[src/rtl/mem_bus_arbiter.sv]
// Two-master round-robin bus arbiter with region decode, fixed wait states
// and a single response per transaction (error, read data or write ack).
module mem_bus_arbiter #(
    parameter int DATA_W   = 32,
    parameter int MEM_WAIT = 2
) (
    input  logic                i_clk,
    input  logic                i_rst_n,
    input  logic                i_m0_req,
    input  logic                i_m0_we,
    input  logic [31:0]         i_m0_addr,
    input  logic [DATA_W-1:0]   i_m0_wdata,
    input  logic [DATA_W/8-1:0] i_m0_bmask,
    output logic                o_m0_gnt,
    output logic                o_m0_rvalid,
    output logic [DATA_W-1:0]   o_m0_rdata,
    output logic                o_m0_err,
    input  logic                i_m1_req,
    input  logic                i_m1_we,
    input  logic [31:0]         i_m1_addr,
    input  logic [DATA_W-1:0]   i_m1_wdata,
    input  logic [DATA_W/8-1:0] i_m1_bmask,
    output logic                o_m1_gnt,
    output logic                o_m1_rvalid,
    output logic [DATA_W-1:0]   o_m1_rdata,
    output logic                o_m1_err,
    output logic                o_s_en,
    output logic [1:0]          o_s_sel,
    output logic [2:0]          o_s_io_sel,
    output logic [31:0]         o_s_addr,
    output logic                o_s_we,
    output logic [DATA_W-1:0]   o_s_wdata,
    output logic [DATA_W/8-1:0] o_s_bmask,
    input  logic [DATA_W-1:0]   i_s_rdata
);

    localparam int BW = DATA_W / 8;
    localparam int CW = $clog2(MEM_WAIT + 1);

    typedef enum logic [2:0] {
        IDLE,
        ACCESS,
        WAIT,
        RESP,
        ERR
    } state_t;

    state_t state;
    state_t state_nxt;

    logic              last_m1;
    logic              owner;
    logic [31:0]       addr;
    logic              we;
    logic [DATA_W-1:0] wdata;
    logic [BW-1:0]     bmask;
    logic [1:0]        sel;
    logic [2:0]        io_sel;
    logic [CW-1:0]     cnt;
    logic [DATA_W-1:0] rdata;

    logic              any_req;
    logic              pick_m1;
    logic              take;
    logic              req_we;
    logic [31:0]       req_addr;
    logic [DATA_W-1:0] req_wdata;
    logic [BW-1:0]     req_bmask;
    logic [1:0]        dec_sel;
    logic [2:0]        dec_io;
    logic              dec_err;
    logic              drive;
    logic              resp;

    // Round-robin choice: on a tie the master not granted last wins.
    always_comb begin
        any_req   = i_m0_req | i_m1_req;
        pick_m1   = i_m1_req & (~i_m0_req | ~last_m1);
        take      = (state == IDLE) & any_req & i_rst_n;
        req_we    = pick_m1 ? i_m1_we    : i_m0_we;
        req_addr  = pick_m1 ? i_m1_addr  : i_m0_addr;
        req_wdata = pick_m1 ? i_m1_wdata : i_m0_wdata;
        req_bmask = pick_m1 ? i_m1_bmask : i_m0_bmask;
        o_m0_gnt  = take & ~pick_m1;
        o_m1_gnt  = take & pick_m1;
    end

    // Region decode of the winning request and access-rights check.
    always_comb begin
        dec_sel = 2'd0;
        dec_io  = 3'd0;
        case (req_addr[15:12])
            4'h0, 4'h1: dec_sel = 2'd1;
            4'h2, 4'h3: dec_sel = 2'd2;
            4'h4:       dec_sel = 2'd3;
            default:    dec_sel = 2'd0;
        endcase
        case (req_addr[15:4])
            12'h781: dec_io = 3'd1;
            12'h780: dec_io = 3'd2;
            12'h703: dec_io = 3'd3;
            12'h702: dec_io = 3'd4;
            12'h701: dec_io = 3'd5;
            12'h700: dec_io = 3'd6;
            default: dec_io = 3'd0;
        endcase
        dec_err = ((dec_sel == 2'd0) & (dec_io == 3'd0))
                | (req_we & ((dec_io == 3'd1) | (dec_io == 3'd2)))
                | (~pick_m1 & req_we & (dec_sel == 2'd1));
    end

    // State register.
    always_ff @(posedge i_clk or negedge i_rst_n) begin
        if (!i_rst_n) state <= IDLE;
        else          state <= state_nxt;
    end

    // Next-state sequencing.
    always_comb begin
        state_nxt = state;
        case (state)
            IDLE: begin
                if (take) state_nxt = dec_err ? ERR : ACCESS;
            end
            ACCESS: state_nxt = WAIT;
            WAIT: begin
                if (cnt == CW'(1)) state_nxt = RESP;
            end
            RESP:    state_nxt = IDLE;
            ERR:     state_nxt = IDLE;
            default: state_nxt = IDLE;
        endcase
    end

    // Transaction latch, wait counter and read-data capture.
    always_ff @(posedge i_clk or negedge i_rst_n) begin
        if (!i_rst_n) begin
            last_m1 <= 1'b1;
            owner   <= 1'b0;
            addr    <= '0;
            we      <= 1'b0;
            wdata   <= '0;
            bmask   <= '0;
            sel     <= '0;
            io_sel  <= '0;
            cnt     <= '0;
            rdata   <= '0;
        end else begin
            if (take) begin
                last_m1 <= pick_m1;
                owner   <= pick_m1;
                addr    <= req_addr;
                we      <= req_we;
                wdata   <= req_wdata;
                bmask   <= req_bmask;
                sel     <= dec_sel;
                io_sel  <= dec_io;
            end
            if (state == ACCESS) begin
                cnt <= (io_sel != 3'd0) ? CW'(1) : CW'(MEM_WAIT);
            end
            if (state == WAIT && cnt != '0) begin
                cnt <= cnt - CW'(1);
                if (cnt == CW'(1)) rdata <= i_s_rdata;
            end
        end
    end

    // Bus and response outputs decoded from the current state.
    always_comb begin
        drive       = (state == ACCESS) | (state == WAIT) | (state == RESP);
        resp        = (state == RESP);
        o_s_en      = (state == ACCESS);
        o_s_sel     = drive ? sel    : '0;
        o_s_io_sel  = drive ? io_sel : '0;
        o_s_addr    = drive ? addr   : '0;
        o_s_we      = drive ? we     : 1'b0;
        o_s_wdata   = drive ? wdata  : '0;
        o_s_bmask   = drive ? bmask  : '0;
        o_m0_rvalid = (resp | (state == ERR)) & ~owner;
        o_m1_rvalid = (resp | (state == ERR)) & owner;
        o_m0_err    = (state == ERR) & ~owner;
        o_m1_err    = (state == ERR) & owner;
        o_m0_rdata  = (resp & ~we & ~owner) ? rdata : '0;
        o_m1_rdata  = (resp & ~we & owner)  ? rdata : '0;
    end

endmodule

[config.mk]
export PLATFORM = sky130hd
export DESIGN_NAME = mem_bus_arbiter
export DESIGN_NICKNAME = d
export VERILOG_FILES = /design/src/rtl/mem_bus_arbiter.sv
export SDC_FILE = /design/constraint.sdc
export NUM_CORES = 1
export LEC_CHECK = 0
export BUFFER_PORTS_ARGS = -buffer_cell sky130_fd_sc_hd__buf_2
export CORE_ASPECT_RATIO = 0.7
export CORE_MARGIN = 5
export CORE_UTILIZATION = 40
export DETAILED_ROUTE_END_ITERATION = 8
export PLACE_DENSITY_LB_ADDON = 0.25
export SLEW_MARGIN = 40
export SYNTH_ARGS = -nofsm -noshare
export SYNTH_HDL_FRONTEND = slang
export SYNTH_SLANG_ARGS = --single-unit
[constraint.sdc]
create_clock -name i_clk -period 1.5 [get_ports i_clk]
set_input_delay 0.15 -clock i_clk [delete_from_list [all_inputs] [get_ports i_clk]]
set_output_delay 0.15 -clock i_clk [all_outputs]
set_load 0.02 [all_outputs]
Word-level counts from Yosys, hierarchy flattened. Index checks and enable logic that the tools add are counted.

Flip-flop bits (word level): 113. Bits of input ports: 174. Output and inout bits: 145. Logic and storage cells: 94.

$add $sub $neg: 1. Eq/ne operators: 20. Muxes and demuxes: 21. Bitwise operators: 29. Reduce and logical (&&, ||, !) cells: 12.

Operators with widths (number): 32-bit 2-to-1 mux (6); 12-bit by 11-bit equality test with 1-bit output, second input constant (6); 3-bit one-hot mux with 6 select lines (1); 1-bit bitwise AND (16); 3-bit 2-to-1 mux (4); 3-bit by 2-bit equality test with 1-bit output, second input constant (3); 3-bit one-hot mux with 3 select lines (1); 4-bit by 2-bit equality test with 1-bit output, second input constant (2); 2-bit 2-to-1 mux (4); 4-bit 2-to-1 mux (2); 1-bit bitwise OR (8); 3-bit by 1-bit equality test with 1-bit output, second input constant (2); 3-bit zero test (2); 2-bit one-hot mux with 3 select lines (1); 1-bit NOT (5); 2-bit by 1-bit equality test with 1-bit output, second input constant (2); 4-bit by 1-bit equality test with 1-bit output, second input constant (1); 4-bit by 3-bit equality test with 1-bit output, second input constant (1); 4-bit zero test (1); 2-bit != test, second input constant (2); 2-bit AND reduction (2); 2-bit nonzero test (2); 2-bit OR reduction (2); 3-bit equality test, second input constant (1); other kinds (5) (6).

Depth between registers and ports, before layout. Gate-level depths: netlist (run 1).

Word-level depth: 14. Gate-level depth with buffers: 6.

Worst setup path before layout (run 1). Ideal clock, no wire load.

Path type: register to output. From: register state[0]. To: output port o_m0_gnt. Arrival time: 1.618 ns. Required time: 1.350 ns. Setup slack: -0.268 ns. Stages on the path, launching flop included: 6. Cell sequence: dfrtp_1 > buf_4 > or4_1 > buf_2 > buf_2 > nor2_1.

Longest elaborated chain between the ends: 4.

RTL lines: start, declared (line 48) `state_t state;`; start signal, assigned (line 115) `else state <= state_nxt;`; 3-bit zero test (line 79) `take = (state == IDLE) & any_req & i_rst_n;`; 1-bit bitwise AND (2 in series) (line 79); 1-bit bitwise AND (line 84) `o_m0_gnt = take & ~pick_m1;`; end, declared (line 14) `output logic o_m0_gnt,`.

No other way between the ends.

Worst setup path after layout (run 1).
From: register state[0]. To: output port o_s_addr[11].

Longest elaborated chain between the ends: 4. Elaborated cells between the ends (all ways): 6.

RTL lines: 3-bit by 1-bit equality test with 1-bit output / 3-bit by 2-bit equality test with 1-bit output (equally long branches) (line 171) `drive = (state == ACCESS) | (state == WAIT) | (state == RESP);`; 1-bit bitwise OR (line 171); 1-bit bitwise OR (*) (line 171); 32-bit 2-to-1 mux (*) (line 176) `o_s_addr = drive ? addr : '0;`; end, declared (line 30) `output logic [31:0] o_s_addr,`.

Mark *: on every way between the ends. The rest lies on a longest branch, timed or not.

==> results.txt, run 1 <==
The part of the Yosys area used for sequential elements came out at 46.1%. The detailed-route DRC error count is 0. After detailed routing, no signal wire sits above met4. The largest total area in the synthesized netlist belongs to dfrtp_1. The share of Yosys cell area claimed by the top area cell type is 45.7%.

The setup slack after placement came out at -0.178 ns. The TritonCTS buffer count is 17. The fmax came out at 490 MHz. The power density over cell area is 1530 nW/µm².

Across all setup checks in the final design, the least slack found is -0.540 ns. Setup repair after global routing could not meet its margin everywhere. The summed area of non-filler cells in the final layout came out at 12,500 µm². The flop-to-flop setup slack is -0.48 ns. The total global routing track utilization is 30.9%. The H-tree level count came out at 4. The maximum buffer depth of the clock tree came out at 2. The number of ports placed on the die boundary is 319. The Yosys step of the flow raised 0 warnings.

The number of fill cells in the layout is 709. At the later pin of the worst-skew pair, clock insertion delay measures 0.41 ns. The final non-filler cell total is 1,441. By area the synthesized netlist is led by dfrtp_1, and2_1, nand2_1. Counting distinct cell types in the post-synthesis netlist gives 48. The worst setup path is launched from a flip-flop. The floorplan die width came out at 158 µm. The register bit total from synthesis is 113. The post-route clock skew came out at 0.0162 ns. Grouping stages by cell kind, the critical path spends the most delay in buffers and inverters.

The detailed router's first-iteration violation count came out at 651. For hold timing, the worst endpoint is wdata[5]$_DFFE_PN0P_. In this run the remaining antenna-violating nets after routing total 0.

The starting density of the core came out at 41.3%. The final reports fail on negative setup slack. The start point of the worst hold path is i_m0_wdata[5]. The max-slew violation total from the final report is 0.

The post-detailed-route via-to-cell ratio is 5.58. The maximum net fanout on the critical path came out at 20. For this run, asynchronously set or reset flops after synthesis account for 100%. When the netlist entered floorplanning its net count stood at 874. The cell area after placement came out at 8470 µm².

The placed wire-length estimate came out at 14.8 mm. The met2 wirelength from detailed routing came out at 16.0 mm. The number of antenna violations at the first check in global routing came to 3. The sequential fraction of design power came out at 30.4%. The congestion estimate from routability-driven global placement came to 0.849. The average cell area after synthesis came out at 8.79 µm². Among all flip-flop cells after synthesis, the most frequent one is dfrtp_1. Across the VDD grid, the largest voltage drop is 1.02 mV.

The net switching power of the design came out at 0.00734 W. The number of search-and-repair iterations in the first detailed-routing pass came out at 5. The number of maximum-capacitance violations is 0. The area added between synthesis and finish came out at 105%. In this run the critical register-to-register path is captured at wdata[28]$_DFFE_PN0P_. Dividing the detail-routed wire length by the instance count gives 22.9 µm. The share of total power dissipated in the clock network is 21.8%. The tree is rooted in a clkbuf_16.

The first global-routing pass estimated 43.6 mm of wire. The run finished, with violations left. The total of endpoints with negative setup slack in the final report came out at 256. The number of buffer and inverter stages on the critical path came out at 4. The total power of the final layout is 0.0192 W. The height of the chip is 114 µm. Net switching is 38.3% of the power. The combinational cell fraction of total power is 47.8%. The floorplan step defined a die boundary enclosing 17,900 µm². The largest stage delay on the critical path came out at 0.47 ns.

The final layout contains routed wiring with a total length of 33.0 mm. The launch instance of the worst register-to-register path is state[2]$_DFFE_PN0P_. The cell count after synthesis came out at 698.

The mapped netlist covers 6130 µm². The slowest stage cell on the critical path is dfrtp_2. The leakage power total came out at 5.97 nW.

The max-slew headroom at the worst pin is 58.6%. The critical path in this run is classified as reg2out. The worst hold path stage count came out at 3. The total number of vias is 8,037. In this run the standard cell core region covers 14,900 µm². The count of final hold-check violations came out at 0. The internal portion of the total power is 0.0118 W. TritonCTS built the clock tree. The data arrival at the endpoint of the critical path came out at 1.89 ns. For this run, the post-layout net count is 1,406. In the final routing, the length of wire on met1 measures 11.7 mm. The number of global-route vias before repair is 8,111. The post-route core utilization is 84.4%. The number of enable flip-flop cells after synthesis came out at 0. The met3 wirelength from detailed routing is 3.13 mm.

The critical path goes through nor2_1 > buf_4 > nor2_4 > buf_4 > buf_12 > and2_1 > buf_2. STA puts the critical path data required time at 1.35 ns. The depth of the worst register-to-register path is 10. The final critical path time including I/O delays and setup came out at 2.04 ns. The number of sinks handled by clock tree synthesis is 113.

The fraction of the cycle the final worst path needs is 136%. The path class of the tightest hold or removal check is in2reg. The slew at the pin closest to its max-slew limit is 0.620 ns. The fraction of final layout cells with drive strength greater than 1 came out at 53.6%. In this run the core area contains 37 standard-cell rows. The number of buffers inserted by port buffering is 318. The most repeated library cell on the critical path is buf_4. The clock input transition at the sequential cells of the worst setup and hold paths came out at 0.06 ns. The total grt overflow came out at 0. The worst setup path is captured at an output port. The number of instances in the placed design is 1,220. The pin count of the biggest net entering global routing came out at 114.
## logic make-up (layout without fill, tap and decap cells)
family                   after synthesis  in the layout  synth area share, %
adder cells (fa/ha/maj)                2              2                0.408
AND/OR/NAND/NOR                      390            390                 31.2
XOR/XNOR                               1              1                0.143
multiplexers                          38             38                 6.92
buffers and inverters                 56            601                 4.43
AO/OA/AOI/OAI                         98             98                 10.8
other                                  0              3                    0
flip-flops                           113            113                 46.1
## power groups by stage
stage / Sequential (W) / Clock [W] / Combinational [W]
3_5_place_dp: 0.00540 / 0 / 0.00573
3_3_place_gp: 0.00535 / 0 / 0.00567
6_report: 0.00583 / 0.00418 / 0.00918
2_1_floorplan: 0.00508 / 0 / 0.00381
4_1_cts: 0.00541 / 0.00416 / 0.00785
5_1_grt: 0.00595 / 0.00432 / 0.00964
## area by class of cell
| cell class | instances | area (µm²) | area share, % |
|---|---|---|---|
| repair buffers | 566 | 5150 | 41.0 |
| multi-input cells | 529 | 3700 | 29.5 |
| flip-flops and latches | 113 | 2830 | 22.6 |
| clock buffers | 19 | 433 | 3.45 |
| well taps | 195 | 244 | 1.94 |
| clock inverters | 13 | 164 | 1.31 |
| inverters | 3 | 13.8 | 0.110 |
| diodes | 3 | 7.51 | 0.0598 |
## worst reg2reg max path: stages, from the launching register on
cell and delay, ns:
dfrtp_2 0.44, buf_6 0.13, buf_6 0.11, buf_6 0.11, nor4_4 0.31, buf_4 0.20, buf_12 0.13, buf_12 0.13
buf_8 0.12, nor2_2 0.03, a31oi_1 0.19
## cells in the final DEF (no fill, tap or decap), types with 3 or more instances in the layout
cell type	instances
nor3_4	3
nand2_2	3
nor3_1	3
buf_12	22
nand3_1	4
nand2_1	140
clkbuf_16	24
a21o_1	3
clkinv_2	3
buf_4	54
buf_6	126
nor2_2	10
and2_4	88
diode_2	3
mux2_4	3
dfrtp_2	3
bufinv_16	3
o21ai_2	3
dlygate4sd3_1	129
nor2_4	13
dfrtp_1	109
clkinv_4	5
o21ai_0	3
a31oi_2	6
and2_1	50
buf_2	208
buf_16	6
a31oi_1	54
buf_8	14
nor4_4	3
nor2_1	60
a31oi_4	7
mux2_2	32
## how the worst max path moves through the flow
stage,endpoint,slack [ns],startpoint,cells past startpoint
2_1_floorplan,owner$_DFFE_PN0P_,-0.08,state[1]$_DFFE_PN0P_,5
5_1_grt,o_s_addr[11],-0.59,state[0]$_DFFE_PN0P_,7
4_1_cts,o_m0_rdata[23],-0.47,state[0]$_DFFE_PN0P_,5
3_5_place_dp,state[0]$_DFFE_PN0P_,-0.18,last_m1$_DFFE_PN1P_,5
3_3_place_gp,wdata[3]$_DFFE_PN0P_,-0.20,state[1]$_DFFE_PN0P_,6
6_report,o_s_addr[11],-0.54,state[0]$_DFFE_PN0P_,7
## what timing repair did
action / in CTS / in global routing
buffers inserted: 22 / 23
hold buffers: 129 / 0
gates cloned: 13 / 9
endpoints found under the setup margin: 256 / 256
hold endpoints to repair: 197 / 0
gates resized for setup: 284 / 178
pin swaps: 29 / 35
## flip-flops by register name, indices dropped and copies added, names as in the netlist
name,cells
wdata,32
we,1
last_m1,1
cnt,2
bmask,4
io_sel,3
state,3
sel,2
addr,32
owner,1
rdata,32
## per-layer routing
layer	track usage [%]	vias up
met2	53.6	631
met5	0	-
li1	-	3405
met1	35.4	3829
met4	15.3	0
met3	8.04	172
## synth_stat cells (2+ instances only)
| master | number |
|---|---|
| a2111oi_0 | 2 |
| mux2_2 | 34 |
| nor2_1 | 83 |
| mux2i_1 | 3 |
| and2_2 | 2 |
| a21o_1 | 3 |
| inv_1 | 3 |
| nor3_4 | 2 |
| and2_1 | 138 |
| dfrtp_1 | 112 |
| nor4_1 | 4 |
| clkbuf_8 | 2 |
| a31oi_1 | 66 |
| o31ai_1 | 3 |
| nand3_1 | 4 |
| buf_2 | 18 |
| a22oi_1 | 2 |
| nor3_1 | 4 |
| nand2_1 | 144 |
| o21ai_0 | 8 |
| o21a_1 | 2 |
| ha_1 | 2 |
| buf_6 | 2 |
| clkbuf_1 | 30 |
| a21oi_1 | 2 |
## through the flow
step,setup TNS (ns),hold slack [ns]
floorplan,-2.52,-0.146
global placement,-19.33,0.333
detailed placement,-19.14,0.336
CTS,-71.87,0.000686
global route,-117.05,0.00901
finish,-104.28,0.00907
Power figures use the tool's default switching activity.
==> run 2: changes to the inputs <==
--- a/config.mk
+++ b/config.mk
@@ -11,6 +11,7 @@
 export CORE_UTILIZATION = 40
 export DETAILED_ROUTE_END_ITERATION = 8
 export PLACE_DENSITY_LB_ADDON = 0.25
+export SETUP_SLACK_MARGIN = 0.05
 export SLEW_MARGIN = 40
 export SYNTH_ARGS = -nofsm -noshare
 export SYNTH_HDL_FRONTEND = slang
==> run 2 against run 1 <==
Total power up 1.4%. Sequential share of layout area down 0.38 points. Flip-flop and latch count unchanged. Critical path depth is the same. The flow still finishes with violations (negative setup slack). Combinational power grew 3.1%. Global-route usage is 1.8 points lower. Routed wire length shrank 2.8%. First-iteration DRC count up 8.1%.
==> results.txt, run 2 (synthesized netlist as in run 1, its figures left out) <==
The routing usage on met1 came out at 35.0% (-0.41 points). The routed wirelength normalized by instance count is 22.0 µm (-3.8%). The number of fill cells in the layout is 715 (+0.85%). The number of ports placed on the die boundary was 319 (unchanged). The number of global-route vias before repair came out at 7,852 (-3.2%). The power density over cell area came out at 1520 nW/µm² (-0.29%).

The remaining number of nets flagged by the antenna check after routing is 0 (unchanged). The post-route clock skew is 0.0127 ns (-0.00349 ns). The CTS tree is yes. The worst-case vdd ir drop came to 1.01 mV (-0.77%). The total power of the final layout came out at 0.0195 W (+1.4%). The met2 global-route usage came to 49.2% (-4.4 points).

The path class of the lowest-slack min-delay path is in2reg. The setup slack after placement is -0.273 ns (-0.0951 ns). The final critical path time including I/O delays and setup came out at 2.08 ns (+0.0442 ns). The max-slew violation total from the final report is 0 (unchanged). The run finished, with violations left. The buffer cell driving the clock tree root is clkbuf_16.

The worst setup slack after layout is -0.585 ns (-0.0442 ns). The proportion of power drawn by the clock network is 21.5% (-0.3 points). The area added between synthesis and finish came out at 108%. The post-route core utilization is 85.9% (+1.4 points). The area of the die was 17,900 µm² (unchanged). The clock input transition at the sequential cells of the worst setup and hold paths is 0.06 ns (about the same). The total grt overflow came out at 0 (unchanged). The number of maximum-capacitance violations came out at 0 (unchanged).

The fmax is 480 MHz (-2.1%). The H-tree level count is 4 (unchanged). The maximum net fanout on the critical path is 32 (+60%). The worst endpoint required time came to 1.35 ns (about the same).

The total global routing track utilization is 29.1% (-1.8 points). The fraction of the cycle the final worst path needs came to 139% (+2.9 points). The detailed router's first-iteration violation count is 704 (+8.1%). The number of antenna violations at the first check in global routing is 2 (-1). The total internal power came to 0.0121 W (+1.8%). The number of nets at the end of the flow is 1,423 (+1.2%). The slew at the pin closest to its max-slew limit is 0.620 ns (-0.000227 ns).

The final reports fail on negative setup slack. The insertion delay to the later sink of the worst-skew pair is 0.42 ns (about the same). The leakage power total is 6.03 nW (+1.0%).

The maximum buffer depth of the clock tree came out at 2 (unchanged). The combinational cell fraction of total power came to 48.6% (+0.8 points). The startpoint class of the critical path is a flip-flop. The sequential fraction of design power is 29.8% (-0.6 points).

The data arrival at the endpoint of the critical path was 1.93 ns (+0.04 ns). The number of search-and-repair iterations in the first detailed-routing pass is 8 (+3). The final non-filler cell total is 1,457 (+1.1%). The switching part of the total power came out at 38.0% (-0.26 points).

Setup repair after global routing could not meet its margin everywhere. The number of sinks handled by clock tree synthesis came to 113 (unchanged). The net switching power of the design came to 0.00739 W (+0.71%). The starting density of the core is 41.3% (unchanged). The TritonCTS buffer count is 17 (unchanged). The pin count of the biggest net entering global routing came to 114 (unchanged). The area inside the core boundary is 14,900 µm² (unchanged).

STA classifies the critical path endpoint as an output port. The height of the chip came out at 114 µm (unchanged). The global-route layer with the greatest usage is met2. The most frequent standard cell in the layout excluding fill and tap cells is buf_2. The placed wire-length estimate is 14.9 mm (+0.66%). The final weighted congestion in routability-driven placement is 0.868 (+2.3%). The max-slew headroom at the worst pin came out at 58.6% (about the same). The routing usage on met3 was 7.89% (-0.15 points). The number of instances in the placed design is 1,225 (+0.41%). The detailed-route DRC error count came out at 0 (unchanged). The floorplan die width is 158 µm (unchanged).

The total number of vias is 8,000 (-0.46%). The setup path with the least slack is of type reg2out. The number of buffers inserted by port buffering is 318 (unchanged). Leaving out fill and tap cells, the most frequent cells in the layout are buf_2, nand2_1, dlygate4sd3_1. The total wire length after detailed routing is 32.1 mm (-2.8%). The count of final hold-check violations is 0 (unchanged). The total of endpoints with negative setup slack in the final report came out at 256 (unchanged). The post-detailed-route via-to-cell ratio came out at 5.49 (-1.6%). The largest registers in the layout are addr (32), rdata (32), wdata (32).

The row count came to 37 (unchanged). The fraction of final layout cells with drive strength greater than 1 was 56.0% (+2.5 points). The wire length of the first global-routing pass came to 41.4 mm (-5.0%).
[run 2: changes by cell type in the layout (fill, tap and decap cells not counted), sizes merged]
cell / previous run / this run
clkbuf: 26 / 28
buf: 430 / 434
inv: 3 / 4
clkinvlp: 2 / 4
bufbuf: 0 / 1
dlygate4sd3: 129 / 140
diode: 3 / 2
clkinv: 8 / 4
[run 2: critical path: stages, from the launching register on]
cell	delay [ns]
dfrtp_1	0.42
buf_6	0.13
nand2b_4	0.07
buf_4	0.15
nor4_4	0.19
buf_12	0.21
and2_1	0.18
buf_4	0.15
[run 2: cell type report]
type | instances | area [µm²] | share of cell area [%]
Antenna cell | 2 | 5.00 | 0.0392
Clock buffer | 20 | 437 | 3.42
Clock inverter | 12 | 160 | 1.26
Inverter | 3 | 18.8 | 0.147
Multi-Input combinational cell | 529 | 3810 | 29.8
Sequential cell | 113 | 2830 | 22.2
Tap cell | 195 | 244 | 1.91
Timing Repair Buffer | 583 | 5260 | 41.2
[run 2: worst paths after layout]
check / from / endpoint / slack (ns) / depth (start not counted)
max: state[1]$_DFFE_PN0P_ / o_m0_rdata[0] / -0.58 / 7
min: i_m0_addr[7] / addr[7]$_DFFE_PN0P_ / 0.01 / 3
max reg2reg: state[0]$_DFFE_PN0P_ / wdata[12]$_DFFE_PN0P_ / -0.39 / 9
min reg2reg: addr[4]$_DFFE_PN0P_ / addr[4]$_DFFE_PN0P_ / 0.47 / 1
max in group asynchronous: i_rst_n / state[2]$_DFFE_PN0P_ / 0.57 / 3
min in group asynchronous: i_rst_n / wdata[11]$_DFFE_PN0P_ / 0.45 / 3
[run 2: per-stage QoR]
step / setup TNS, ns / instance area, µm² / hold WS (ns)
6_report: -104.84 / 12800 / 0.0113
5_1_grt: -126.02 / 12800 / 0.0197
4_1_cts: -82.29 / 11700 / 0.000397
3_5_place_dp: -21.38 / 8670 / 0.326
3_3_place_gp: -20.72 / 8670 / 0.332
2_1_floorplan: -1.31 / 6470 / -0.146
[run 2: power by group through the flow]
stage / Combinational (W) / Clock (W) / Sequential, W
final: 0.00946 / 0.00419 / 0.00581
after global routing: 0.00993 / 0.00436 / 0.00593
after detailed placement: 0.00596 / 0 / 0.00540
after global placement: 0.00588 / 0 / 0.00533
after CTS: 0.00772 / 0.00418 / 0.00536
after floorplan: 0.00397 / 0 / 0.00512
[run 2: routing by layer]
metal	vias to the layer above	wire, µm
li1	3433	-
met1	3808	11800
met2	601	15500
met3	158	3040
met4	0	1800
met5	-	0
[run 2: timing repair]
action / in CTS / in global routing
gates cloned: 14 / 10
hold buffers: 140 / 0
pin swaps: 8 / 13
gates resized for setup: 142 / 245
endpoints found under the hold margin: 203 / 0
setup endpoints to repair: 255 / 256
buffers inserted: 21 / 27
==> run 3: changes to the inputs <==
--- a/config.mk
+++ b/config.mk
@@ -11,6 +11,7 @@
 export CORE_UTILIZATION = 40
 export DETAILED_ROUTE_END_ITERATION = 8
 export PLACE_DENSITY_LB_ADDON = 0.25
+export RECOVER_POWER = 50
 export SETUP_SLACK_MARGIN = 0.05
 export SLEW_MARGIN = 40
 export SYNTH_ARGS = -nofsm -noshare
==> run 3 against run 2 <==
The run still ends with negative setup slack left. Die area stayed put. Global-route usage stayed put. Combinational power about the same. Clock-buffer cell count did not move. Routed wire length is essentially flat. Non-clock buffer count unchanged. Setup slack about the same. Critical path type unchanged.
==> results.txt, run 3 (synthesized netlist as in run 1, its figures left out) <==
The post-detailed-route via-to-cell ratio is 5.47 (-0.37%). The total number of vias is 7,970 (-0.38%). The leakage power total came out at 6.03 nW (about the same). The critical path start-end classification is reg2out.

The starting density of the core is 41.3% (unchanged). The run finished, with violations left. The number of sinks handled by clock tree synthesis is 113 (unchanged).

The number of antenna violations at the first check in global routing is 2 (unchanged). The startpoint class of the critical path is a flip-flop. The total global routing track utilization is 29.1% (unchanged). The area inside the core boundary came out at 14,900 µm² (unchanged).

The placed wire-length estimate came out at 14.9 mm (unchanged). The floorplan die width came to 158 µm (unchanged). The fmax is 480 MHz (about the same). The number of instances in the placed design came out at 1,225 (unchanged). The remaining number of nets flagged by the antenna check after routing came out at 0 (unchanged). The met2 wirelength from detailed routing is 15.5 mm (+0.15%). The total grt overflow came out at 0 (unchanged). The TritonCTS buffer count is 17 (unchanged). The final critical path time including I/O delays and setup came out at 2.08 ns (-0.0000720 ns). Leaving out fill and tap cells, the most frequent cells in the layout are buf_2, nand2_1, dlygate4sd3_1.

The setup slack after placement is -0.273 ns (unchanged). The final weighted congestion in routability-driven placement is 0.868 (unchanged). The detailed router's first-iteration violation count is 702 (-0.28%). The number of ports placed on the die boundary was 319 (unchanged). The maximum buffer depth of the clock tree is 2 (unchanged).

The worst endpoint required time was 1.35 ns (about the same). The worst setup path is captured at an output port. The data arrival at the endpoint of the critical path was 1.93 ns (about the same). The number of global-route vias before repair came to 7,852 (unchanged). The routed wirelength normalized by instance count is 22.0 µm (about the same).

The H-tree level count is 4 (unchanged). The root buffer cell chosen for the clock tree is clkbuf_16. The maximum net fanout on the critical path came out at 32 (unchanged). TritonCTS built the clock tree. The number of search-and-repair iterations in the first detailed-routing pass came out at 6 (-2). The count of final hold-check violations is 0 (unchanged). The area added between synthesis and finish came out at 108% (about the same). The worst-case vdd ir drop is 1.01 mV (+0.25%).

The area of the multi-input gates is 3810 µm² (unchanged). The clock input transition at the sequential cells of the worst setup and hold paths came out at 0.06 ns (about the same). The number of buffers inserted by port buffering came out at 318 (unchanged). The fraction of the cycle the final worst path needs was 139% (about the same).

The height of the chip is 114 µm (unchanged). The final non-filler cell total is 1,457 (unchanged). The library cell used most frequently in the layout, excluding fill and tap cells, is buf_2.

The met3 wirelength from detailed routing is 3.00 mm (-1.2%). The largest registers in the layout are addr (32), rdata (32), wdata (32). The power density over cell area is 1530 nW/µm² (about the same).

The post-route core utilization is 85.8% (about the same). The wire length of the first global-routing pass came to 41.4 mm (unchanged). The insertion delay to the later sink of the worst-skew pair came to 0.42 ns (about the same). The pin count of the biggest net entering global routing came out at 114 (unchanged). The worst hold path belongs to the class in2reg. The row count is 37 (unchanged). The max-slew headroom at the worst pin was 29.5% (-29 points). The checks that failed: negative setup slack. The total of endpoints with negative setup slack in the final report is 256 (unchanged). The max-slew violation total from the final report is 0 (unchanged). The met1 layer wirelength in the final routing is 11.8 mm (+0.24%). The number of maximum-capacitance violations came out at 0 (unchanged). The number of fill cells in the layout came to 715 (unchanged). The fraction of final layout cells with drive strength greater than 1 was 56.0% (unchanged). The register area is 2830 µm² (unchanged). The number of nets at the end of the flow came out at 1,423 (unchanged). The highest routing layer actually used is met4. The post-route clock skew is 0.0132 ns (+0.000518 ns).

The detailed-route DRC error count came out at 0 (unchanged). The aggregate negative setup slack was -104.92 ns (-0.0840 ns). The worst setup slack after layout came out at -0.585 ns (+0.0000720 ns). The worst slack on hold paths is 0.0121 ns (+0.000879 ns). Setup repair after global routing could not meet its margin everywhere.

The slew at the pin closest to its max-slew limit is 1.06 ns (+0.437 ns). The area of the die came out at 17,900 µm² (unchanged). The total wire length after detailed routing came out at 32.1 mm (about the same).
==> run 3: cell types whose count changed in the layout (fill, tap and decap cells not counted) <==
cell	before	now
buf_12	21	20
buf_6	89	90
==> run 3: stage by stage <==
stage	power (W)	instance area, µm²
final	0.0195	12700
after global routing	0.0202	12700
after CTS	0.0173	11700
after detailed placement	0.0114	8670
after global placement	0.0112	8670
after floorplan	0.00908	6470
==> run 3: worst paths after layout <==
path | slack, ns | end | start | cells past startpoint
max in group asynchronous | 0.16 | state[2]$_DFFE_PN0P_ | i_rst_n | 3
setup / recovery | -0.58 | o_m0_rdata[0] | state[1]$_DFFE_PN0P_ | 7
setup reg to reg | -0.39 | wdata[23]$_DFFE_PN0P_ | state[0]$_DFFE_PN0P_ | 9
hold reg to reg | 0.47 | addr[4]$_DFFE_PN0P_ | addr[4]$_DFFE_PN0P_ | 1
min in group asynchronous | 0.59 | wdata[11]$_DFFE_PN0P_ | i_rst_n | 3
hold / removal | 0.01 | addr[7]$_DFFE_PN0P_ | i_m0_addr[7] | 3
==> run 3: what timing repair did <==
action                                 in CTS  in global routing
setup endpoints to repair                 255                256
gates cloned                               14                 10
pin swaps                                   8                 13
hold buffers                              140                  0
gates resized for setup                   142                245
endpoints found under the hold margin     203                  0
buffers inserted                           21                 27
==> run 3: where the power goes <==
part | total [W] | internal, W | switching (W)
Sequential | 0.00580 | 0.00453 | 0.00127
Clock | 0.00419 | 0.00262 | 0.00157
Combinational | 0.00946 | 0.00490 | 0.00455
Total | 0.0195 | 0.0121 | 0.00740
==> run 3: layer usage <==
layer / vias to the layer above / GRT usage (%)
met5: - / 0
met4: 0 / 12.7
met3: 156 / 7.89
met2: 578 / 49.2
met1: 3803 / 35.0
li1: 3433 / -
==> run 3: final cells by class <==
type                       count  area share (%)
antenna                        2          0.0393
clock buffer                  20            3.42
clock inverter                12            1.26
inverter                       3           0.147
multi-input combinational    529            29.9
sequential                   113            22.2
tap                          195            1.91
timing repair buffer         583            41.2
==> run 3: worst max-delay path, cell delays in order, from the launching register on <==
cell      delay, ns
dfrtp_1        0.42
buf_6          0.13
nand2b_4       0.07
buf_4          0.15
nor4_4         0.19
buf_12         0.21
and2_1         0.18
buf_4          0.15
